--- src/rtl/fetch_req_tracker_if.sv ---
// Instruction-port and IF-side bundle for the multi-outstanding fetch tracker.
// master = tracker side, slave = memory / IF side.
interface fetch_req_tracker_if;
    logic        inst_sram_req;
    logic        inst_sram_wr;
    logic [1:0]  inst_sram_size;
    logic [31:0] inst_sram_addr;
    logic        inst_sram_addr_ok;
    logic        inst_sram_data_ok;
    logic [31:0] inst_sram_rdata;
    logic        out_valid;
    logic        out_ready;
    logic [31:0] out_pc;
    logic [31:0] out_inst;
    logic        out_adel;

    modport master (
        output inst_sram_req, inst_sram_wr, inst_sram_size, inst_sram_addr,
        input  inst_sram_addr_ok, inst_sram_data_ok, inst_sram_rdata,
        output out_valid, out_pc, out_inst, out_adel,
        input  out_ready
    );

    modport slave (
        input  inst_sram_req, inst_sram_wr, inst_sram_size, inst_sram_addr,
        output inst_sram_addr_ok, inst_sram_data_ok, inst_sram_rdata,
        input  out_valid, out_pc, out_inst, out_adel,
        output out_ready
    );
endinterface

--- src/rtl/fetch_req_tracker.sv ---
// In-order fetch tracker: up to DEPTH requests queued or in flight,
// redirect flush with a discard counter for stale responses.
module fetch_req_tracker #(
    parameter int unsigned DEPTH    = 4,
    parameter logic [31:0] RESET_PC = 32'hbfc00000
) (
    input  logic                       clk,
    input  logic                       reset,
    input  logic                       redirect,
    input  logic [31:0]                redirect_pc,
    fetch_req_tracker_if.master        bus
);
    localparam int unsigned PW = $clog2(DEPTH);
    localparam int unsigned CW = PW + 1;
    localparam logic [CW-1:0] FULL = CW'(DEPTH);

    typedef struct packed {
        logic [31:0] pc;
        logic [31:0] inst;
        logic        adel;
        logic        done;
    } entry_t;

    entry_t          ent [DEPTH];
    logic [31:0]     pc;
    logic [PW-1:0]   head, resp, tail;
    logic [CW-1:0]   count, pending, discard_cnt;
    logic            halted;

    logic [CW:0]     inflight;
    logic            room, req, adel_alloc, issue, take, valid, pop, alloc;
    logic [31:0]     addr;

    assign inflight   = {1'b0, pending} + {1'b0, discard_cnt};
    assign room       = count < FULL;
    assign req        = !reset && !redirect && !halted && pc[1:0] == 2'b00
                        && room && inflight < {1'b0, FULL};
    assign adel_alloc = !reset && !redirect && !halted && pc[1:0] != 2'b00
                        && room;
    assign issue      = req && bus.inst_sram_addr_ok;
    assign alloc      = issue || adel_alloc;
    assign take       = bus.inst_sram_data_ok && discard_cnt == '0;
    assign valid      = count != '0 && ent[head].done;
    assign pop        = valid && bus.out_ready && !redirect;

    // kseg0/kseg1 map straight onto the low 512 MB; everything else passes through
    assign addr = (pc[31:30] == 2'b10) ? {3'b000, pc[28:0]} : pc;

    assign bus.inst_sram_req  = req;
    assign bus.inst_sram_wr   = 1'b0;
    assign bus.inst_sram_size = 2'd2;
    assign bus.inst_sram_addr = reset ? 32'd0 : addr;
    assign bus.out_valid      = valid;
    assign bus.out_pc         = ent[head].pc;
    assign bus.out_inst       = ent[head].inst;
    assign bus.out_adel       = ent[head].adel;

    always_ff @(posedge clk) begin
        if (reset) begin
            pc          <= RESET_PC;
            head        <= '0;
            resp        <= '0;
            tail        <= '0;
            count       <= '0;
            pending     <= '0;
            discard_cnt <= '0;
            halted      <= 1'b0;
            for (int i = 0; i < DEPTH; i++) ent[i] <= '0;
        end else if (redirect) begin
            // everything still in flight becomes a stale response to drop
            pc          <= redirect_pc;
            head        <= tail;
            resp        <= tail;
            count       <= '0;
            pending     <= '0;
            halted      <= 1'b0;
            discard_cnt <= discard_cnt + pending
                           - {{PW{1'b0}}, bus.inst_sram_data_ok};
        end else begin
            if (issue) begin
                ent[tail] <= '{pc: pc, inst: 32'd0, adel: 1'b0, done: 1'b0};
                tail      <= tail + 1'b1;
                pc        <= pc + 32'd4;
            end else if (adel_alloc) begin
                ent[tail] <= '{pc: pc, inst: 32'd0, adel: 1'b1, done: 1'b1};
                tail      <= tail + 1'b1;
                halted    <= 1'b1;
            end
            if (bus.inst_sram_data_ok) begin
                if (discard_cnt != '0) begin
                    discard_cnt <= discard_cnt - 1'b1;
                end else begin
                    ent[resp].inst <= bus.inst_sram_rdata;
                    ent[resp].done <= 1'b1;
                    resp           <= resp + 1'b1;
                end
            end
            if (pop) head <= head + 1'b1;
            count   <= count + {{PW{1'b0}}, alloc} - {{PW{1'b0}}, pop};
            pending <= pending + {{PW{1'b0}}, issue} - {{PW{1'b0}}, take};
        end
    end

    a_capacity: assert property (@(posedge clk) disable iff (reset)
        inflight <= {1'b0, FULL} && count <= FULL);
endmodule

--- src/flat_wrapper.sv ---
// flat-port wrapper written by rule: the top's interface ports become plain ports
module fetch_req_tracker_flat 
#(
    parameter int unsigned DEPTH    = 4,
    parameter logic [31:0] RESET_PC = 32'hbfc00000
)
  (clk, reset, redirect, redirect_pc, bus_inst_sram_req, bus_inst_sram_wr, bus_inst_sram_size, bus_inst_sram_addr, bus_inst_sram_addr_ok, bus_inst_sram_data_ok, bus_inst_sram_rdata, bus_out_valid, bus_out_pc, bus_out_inst, bus_out_adel, bus_out_ready);
  fetch_req_tracker_if bus_i ();
  input  logic clk;
  input  logic reset;
  input  logic redirect;
  input  logic [31:0] redirect_pc;
  output wire logic [$bits(bus_i.inst_sram_req)-1:0] bus_inst_sram_req;
  output wire logic [$bits(bus_i.inst_sram_wr)-1:0] bus_inst_sram_wr;
  output wire logic [$bits(bus_i.inst_sram_size)-1:0] bus_inst_sram_size;
  output wire logic [$bits(bus_i.inst_sram_addr)-1:0] bus_inst_sram_addr;
  input wire logic [$bits(bus_i.inst_sram_addr_ok)-1:0] bus_inst_sram_addr_ok;
  input wire logic [$bits(bus_i.inst_sram_data_ok)-1:0] bus_inst_sram_data_ok;
  input wire logic [$bits(bus_i.inst_sram_rdata)-1:0] bus_inst_sram_rdata;
  output wire logic [$bits(bus_i.out_valid)-1:0] bus_out_valid;
  output wire logic [$bits(bus_i.out_pc)-1:0] bus_out_pc;
  output wire logic [$bits(bus_i.out_inst)-1:0] bus_out_inst;
  output wire logic [$bits(bus_i.out_adel)-1:0] bus_out_adel;
  input wire logic [$bits(bus_i.out_ready)-1:0] bus_out_ready;
  assign bus_inst_sram_req = bus_i.inst_sram_req;
  assign bus_inst_sram_wr = bus_i.inst_sram_wr;
  assign bus_inst_sram_size = bus_i.inst_sram_size;
  assign bus_inst_sram_addr = bus_i.inst_sram_addr;
  assign bus_i.inst_sram_addr_ok = bus_inst_sram_addr_ok;
  assign bus_i.inst_sram_data_ok = bus_inst_sram_data_ok;
  assign bus_i.inst_sram_rdata = bus_inst_sram_rdata;
  assign bus_out_valid = bus_i.out_valid;
  assign bus_out_pc = bus_i.out_pc;
  assign bus_out_inst = bus_i.out_inst;
  assign bus_out_adel = bus_i.out_adel;
  assign bus_i.out_ready = bus_out_ready;
  fetch_req_tracker #(.DEPTH(DEPTH), .RESET_PC(RESET_PC)) u_core (.clk(clk), .reset(reset), .redirect(redirect), .redirect_pc(redirect_pc), .bus(bus_i));
endmodule
--- config.mk ---
export PLATFORM = sky130hd
export DESIGN_NAME = fetch_req_tracker_flat
export DESIGN_NICKNAME = d
export VERILOG_FILES = /design/src/rtl/fetch_req_tracker_if.sv /design/src/rtl/fetch_req_tracker.sv /design/src/flat_wrapper.sv
export SDC_FILE = /design/constraint.sdc
export NUM_CORES = 1
export LEC_CHECK = 0
export CAP_MARGIN = 20
export CORE_MARGIN = 10
export CORE_UTILIZATION = 56
export CTS_CLUSTER_DIAMETER = 150
export DETAILED_ROUTE_END_ITERATION = 6
export PLACE_DENSITY = 0.79
export SLEW_MARGIN = 20
export SYNTH_ARGS = -nofsm -noshare
export SYNTH_HDL_FRONTEND = slang
export SYNTH_SLANG_ARGS = --single-unit
--- constraint.sdc ---
create_clock -name clk -period 4.7 [get_ports clk]
set_clock_uncertainty 0.2 [all_clocks]
set_input_delay 1.41 -clock clk [delete_from_list [all_inputs] [get_ports clk]]
set_output_delay 1.41 -clock clk [all_outputs]
set_load 0.1 [all_outputs]
==> results of run 1 <==
==> cells by family (layout without fill, tap and decap cells) <==
logic type,after synthesis,count (layout),share of synthesized area (%)
AO/OA/AOI/OAI,92,92,4.41
XOR/XNOR,19,19,1.16
adder cells (fa/ha/maj),19,19,1.82
buffers and inverters,136,330,3.74
flip-flops,314,314,62.2
multiplexers,72,72,10.8
other,2,5,0.0526
AND/OR/NAND/NOR,442,442,15.8
==> worst max-delay path, delay by kind of cell <==
kind,cells,cell delay (ns)
buffers and inverters,5,1.27
and+or+nand+nor,1,0.17
==> sequential cells by signal, indices dropped and copies added (netlist names), named ones only <==
register / cells
u_core.head: 2
u_core.tail: 2
u_core.pc: 32
u_core.halted: 1
u_core.discard_cnt: 3
u_core.pending: 3
u_core.ent: 264
u_core.count: 3
u_core.resp: 2
==> cell type report <==
class                           count  area [um2]
Inverter                           60         225
Antenna cell                        2        5.00
Multi-Input combinational cell    647        4890
Sequential cell                   314        8890
Clock buffer                       40         892
Tap cell                          330         413
Fill cell                        1604        7420
Clock inverter                     18         161
Timing Repair Buffer              212        2280
==> routing by layer <==
metal / track usage (%) / vias to the layer above
met3: 4.62 / 86
met2: 37.1 / 523
li1: - / 4423
met1: 29.0 / 4834
met5: 0 / -
met4: 7.77 / 0
==> through the flow <==
stage / instances / instance area, um2 / total power, mW / util, %
5_1_grt: 1622 / 17800 / 7.55 / 70.5
6_report: 1623 / 17800 / 7.33 / 70.5
4_1_cts: 1621 / 17800 / 7.36 / 70.5
3_3_place_gp: 1563 / 16700 / 4.84 / 66.3
3_5_place_dp: 1563 / 16700 / 4.86 / 66.3
2_1_floorplan: 1097 / 14300 / 4.39 / -
==> report_power, final <==
part | internal [mW] | leakage [nW] | switching (mW)
Sequential | 3.17 | 3.14 | 0.0939
Clock | 1.45 | 0.517 | 1.06
Combinational | 0.455 | 3.48 | 1.10
==> cells in the final DEF (no fill, tap or decap), types with 4 or more instances in the layout <==
master and n:
o311ai_0 6, ha_1 16, nand3_1 18, clkinv_2 6, a211oi_1 10, clkinv_1 6
nor4_1 12, nor2_1 158, clkdlybuf4s50_1 69, edfxtp_1 260, nor3_1 6, and2_1 9
dfxtp_1 52, mux4_2 66, buf_12 41, nand4_1 6, a21oi_1 22, clkbuf_16 33
a311oi_1 6, xnor2_1 17, and3_1 131, nand2_1 70, mux2i_1 4, o21ai_0 17
or4_1 4, o211ai_1 4, buf_4 102, clkbuf_8 4, inv_1 56
==> worst max-delay path by stage <==
stage	startpoint	to	slack, ns
2_1_floorplan	redirect	bus_inst_sram_req	0.20
3_3_place_gp	reset	bus_inst_sram_addr[31]	0.31
3_5_place_dp	reset	bus_inst_sram_addr[18]	0.28
4_1_cts	reset	bus_inst_sram_addr[18]	0.25
5_1_grt	reset	bus_inst_sram_addr[18]	0.17
6_report	reset	bus_inst_sram_addr[18]	0.23
==> flow_metrics.env, run 1 <==
export IMPL_drt_iter0_drc=1106
export IMPL_worstSetupEndpointType="output port"
export IMPL_antenna_found_initial=1
export IMPL_ys_warnings_count=0
export IMPL_worst_slack_ns=0.230
export IMPL_synth_main_ff_cell="edfxtp_1"
export IMPL_postCtsSetupRepairBufs=0
export IMPL_initial_utilization_pct=56.7
export IMPL_worstMarginPinSlew_ns=0.896
export IMPL_syn_area_um2=14300
export IMPL_whs_endpoint="u_core.ent[3][0]"
export IMPL_drc=0
export IMPL_synthArstFlopShare_pct=0
export IMPL_clk_pin_slew_ns=0.06
export IMPL_power_leakage_nw=7.14
export IMPL_num_io_pins=172
export IMPL_power_density_nw_per_um2=413
export IMPL_holdCritStartpoint="u_core.ent[3][0]"
export IMPL_avgSynthCellArea_um2=13.0
export IMPL_area_growth_pct=24.3
export IMPL_highest_signal_layer="met4"
export IMPL_yosysMostFrequentCell="edfxtp_1"
export IMPL_drtAntennaViolNets=0
export IMPL_die_h_um=180
export IMPL_finalNetCount=1355
export IMPL_finalSetupTns_ns=0
export IMPL_post_place_ws_ns=0.281
export IMPL_synth_cell_types=65
export IMPL_cts_resized=0
export IMPL_yosys_register_bits=314
export IMPL_grt_start_max_net_pins=77
export IMPL_fin_hold_ws_ns=0.302
export IMPL_synthTopCellsByArea="edfxtp_1 55%, mux4_2 10%, dfxtp_1 7.6%"
export IMPL_grt_pass1_vias=10090
export IMPL_crit_type="in -> out"
export IMPL_rsz0062_at_grt="no"
export IMPL_routedWlPerCell_um=23.1
export IMPL_tritoncts="built"
export IMPL_root_buffer="clkbuf_16"
export IMPL_met1_length_um=14500
export IMPL_clock_latency_ns=0.57
export IMPL_vias_per_cell=6.08
export IMPL_required_ns=3.09
export IMPL_critPathSlowestCell="clkdlybuf4s50_1"
export IMPL_critPathLaunchType="input port"
export IMPL_htreeDepth=1
export IMPL_max_slew_margin_pct=39.7
export IMPL_synth_top_area_share_pct=54.6
export IMPL_report_final_slew_viol_count=0
export IMPL_finalSetupViolations=0
export IMPL_worstHoldPathType="reg -> reg"
export IMPL_synth_edf_count=260
export IMPL_cp_slowest_stage_delay_ns=0.46
export IMPL_syn_inst=1096
export IMPL_core_um2=25200
export IMPL_crit_chain="clkdlybuf4s50_1 > inv_2 > buf_4 > nand2_1 > inv_1 > buf_12"
export IMPL_cts_made_buffers=31
export IMPL_r2r_end="u_core.count[2]"
export IMPL_hold_depth=1
export IMPL_dp_hpwl_um=24300
export IMPL_cap_violations=0
export IMPL_wl_met3_um=3320
export IMPL_fin_crit_sh_pct=95.1
export IMPL_hold_viol=0
export IMPL_yosysSeqAreaShare_pct=62.2
export IMPL_yosysTopAreaCell="edfxtp_1"
export IMPL_grt_total_usage_pct=22.5
export IMPL_wl_um=37400
export IMPL_period_needed_ns=4.47
export IMPL_ir_drop_uv=349
export IMPL_vias=9866
export IMPL_dieArea_um2=32300
export IMPL_port_buffers=168
export IMPL_dr_wl_met2_um=18400
export IMPL_cts_buffer_depth=3
export IMPL_overflow=0
export IMPL_fmaxAchievable_mhz=224
export IMPL_clock_sinks=314
export IMPL_gp_congestion=0.870
export IMPL_num_rows=58
export IMPL_r2r_cells=11
export IMPL_cp_max_fo=11
export IMPL_ctsHoldBuffers=0
export IMPL_status="finished, final reports clean"
export IMPL_first_pass_iters=5
export IMPL_grt_pass1_wl_um=58100
export IMPL_reg2reg_setup_slack_ns=1.49
export IMPL_crit_arrival_ns=2.86
export IMPL_drive_gt1_share_pct=21.9
export IMPL_die_x_um=180
export IMPL_ys_top_cells_by_count="260 x edfxtp_1, 161 x nor2_1, 131 x and3_1, 70 x nand2_1, 66 x mux4_2"
Note: power is estimated with default switching activity, not from simulation.
==> run 2, diff against run 1 <==
==> constraint.sdc (replaced) <==
create_clock -name clk -period 4.7 [get_ports clk]
set_clock_uncertainty 0.2 [all_clocks]
set_input_delay 0.94 -clock clk [delete_from_list [all_inputs] [get_ports clk]]
set_output_delay 0.94 -clock clk [all_outputs]
set_load 0.1 [all_outputs]
==> flow_metrics.env, run 2 (same netlist as run 1, synthesis figures left out) <==
export IMPL_layout_common_cells="260 x edfxtp_1, 160 x nor2_1, 131 x and3_1, 88 x buf_4, 70 x nand2_1"
export IMPL_regMostFlops="u_core.ent"
export IMPL_first_pass_iters=7
export IMPL_grt_start_max_net_pins=101
export IMPL_ctsHoldBuffers=0
export IMPL_finalSetupTns_ns=0
export IMPL_clk_pin_slew_ns=0.06
export IMPL_worst_slack_ns=0.580
export IMPL_grt_busiest_layer="met2"
export IMPL_drc=0
export IMPL_vias=9730
export IMPL_cap_violations=0
export IMPL_drt_iter0_drc=983
export IMPL_cp_top_family="buffers and inverters"
export IMPL_tritoncts="built"
export IMPL_multiInputGateArea_um2=4880
export IMPL_clock_latency_ns=0.51
export IMPL_worstSetupEndpointType="output port"
export IMPL_hold_depth=1
export IMPL_critPathSlowestCell="inv_2"
export IMPL_reg_top3="u_core.ent (264), u_core.pc (32)"
export IMPL_worstMarginPinSlew_ns=0.961
export IMPL_routedWlPerCell_um=22.8
export IMPL_port_buffers=168
export IMPL_num_io_pins=172
export IMPL_core_um2=25200
export IMPL_finalNetCount=1340
export IMPL_cts_resized=0
export IMPL_rsz0062_at_grt="no"
export IMPL_status="finished, final reports clean"
export IMPL_path_depth=6
export IMPL_use_met2_pct=36.4
export IMPL_swShare_pct=30.7
export IMPL_overflow=0
export IMPL_use_met3_pct=4.22
export IMPL_hold_viol=0
export IMPL_htreeDepth=2
export IMPL_clock_sinks=314
export IMPL_r2r_cells=11
export IMPL_final_cell_count_no_fill=1610
export IMPL_cp_slowest_stage_delay_ns=0.59
export IMPL_drive_gt1_share_pct=20.7
export IMPL_cp_max_fo=40
export IMPL_fin_crit_sh_pct=87.7
export IMPL_p_comb_share_pct=20.7
export IMPL_dieArea_um2=32300
export IMPL_antenna_found_initial=3
export IMPL_grt_pass1_wl_um=57300
export IMPL_fillerInstances=1685
export IMPL_grt_total_usage_pct=22.2
export IMPL_postCtsSetupRepairBufs=0
export IMPL_cp_num_buf_inv=5
export IMPL_crit_type="in -> out"
export IMPL_root_buffer="clkbuf_16"
export IMPL_largest_reg_flops=264
export IMPL_crit_chain="clkdlybuf4s50_1 > buf_4 > inv_2 > nand2_1 > inv_1 > buf_12"
export IMPL_finalSetupViolations=0
export IMPL_seqPwrFrac_pct=44.0
export IMPL_initial_utilization_pct=56.7
export IMPL_cts_buffer_depth=3
export IMPL_fin_hold_ws_ns=0.300
export IMPL_layout_commonest_cell="edfxtp_1"
export IMPL_area_growth_pct=23.2
export IMPL_place_area_um2=16500
export IMPL_post_place_ws_ns=0.631
export IMPL_power_switching_mw=2.27
export IMPL_drtAntennaViolNets=0
export IMPL_crit_arrival_ns=2.98
export IMPL_dp_cells=1545
export IMPL_clockPowerShare_pct=35.3
export IMPL_die_h_um=180
export IMPL_grt_pass1_vias=9982
export IMPL_period_needed_ns=4.12
export IMPL_met1_usage_pct=28.7
export IMPL_finalCoreUtilization_pct=69.9
export IMPL_dp_hpwl_um=23200
export IMPL_critPathLaunchType="input port"
export IMPL_power_density_nw_per_um2=420
export IMPL_power_internal_mw=5.13
export IMPL_ir_drop_uv=337
export IMPL_gp_congestion=0.892
export IMPL_required_ns=3.56
export IMPL_vias_per_cell=6.04
export IMPL_power_mw=7.40
export IMPL_fmaxAchievable_mhz=243
export IMPL_report_final_slew_viol_count=0
export IMPL_power_leakage_nw=7.04
export IMPL_max_slew_margin_pct=35.3
export IMPL_die_x_um=180
export IMPL_wl_um=36700
export IMPL_cts_made_buffers=34
export IMPL_num_rows=58
export IMPL_worstHoldPathType="reg -> reg"
export IMPL_seq_area_um2=8890
export IMPL_fin_area_um2=17600
## run 2: final cells by class
cell class / count / area share (%)
flip-flops and latches: 314 / 50.5
multi-input cells: 647 / 27.7
repair buffers: 194 / 11.9
clock buffers: 38 / 4.97
well taps: 330 / 2.34
clock inverters: 24 / 1.28
inverters: 60 / 1.28
diodes: 3 / 0.0426
## run 2: power groups by stage
| stage | sequential (mW) | clock [mW] | combinational (mW) |
|---|---|---|---|
| after floorplan | 3.28 | 0 | 1.11 |
| after global placement | 3.30 | 0 | 1.52 |
| after detailed placement | 3.31 | 0 | 1.53 |
| after CTS | 3.26 | 2.64 | 1.54 |
| after global routing | 3.27 | 2.75 | 1.61 |
| final | 3.26 | 2.61 | 1.53 |
## run 2: worst paths after layout
kind | startpoint | to | slack [ns]
worst max register to register | u_core.discard_cnt[2] | u_core.pending[2] | 1.60
worst min register to register | u_core.ent[3][0] | u_core.ent[3][0] | 0.30
worst min-delay path | u_core.ent[3][0] | u_core.ent[3][0] | 0.30
worst max-delay path | reset | bus_inst_sram_addr[8] | 0.58
## run 2: layer usage
layer	vias up	wire length, um
met4	0	1370
met5	-	0
met2	517	18100
met3	96	3130
li1	4387	-
met1	4730	14100
## run 2: worst reg2reg max path: stages (launching register included)
cell     delay [ns]
dfxtp_1        0.34
ha_1           0.33
nor3_1         0.34
and3_1         0.39
nand2_1        0.14
inv_2          0.24
ha_1           0.20
inv_1          0.05
fa_1           0.37
xnor2_1        0.19
xnor2_1        0.14
nor2_1         0.06
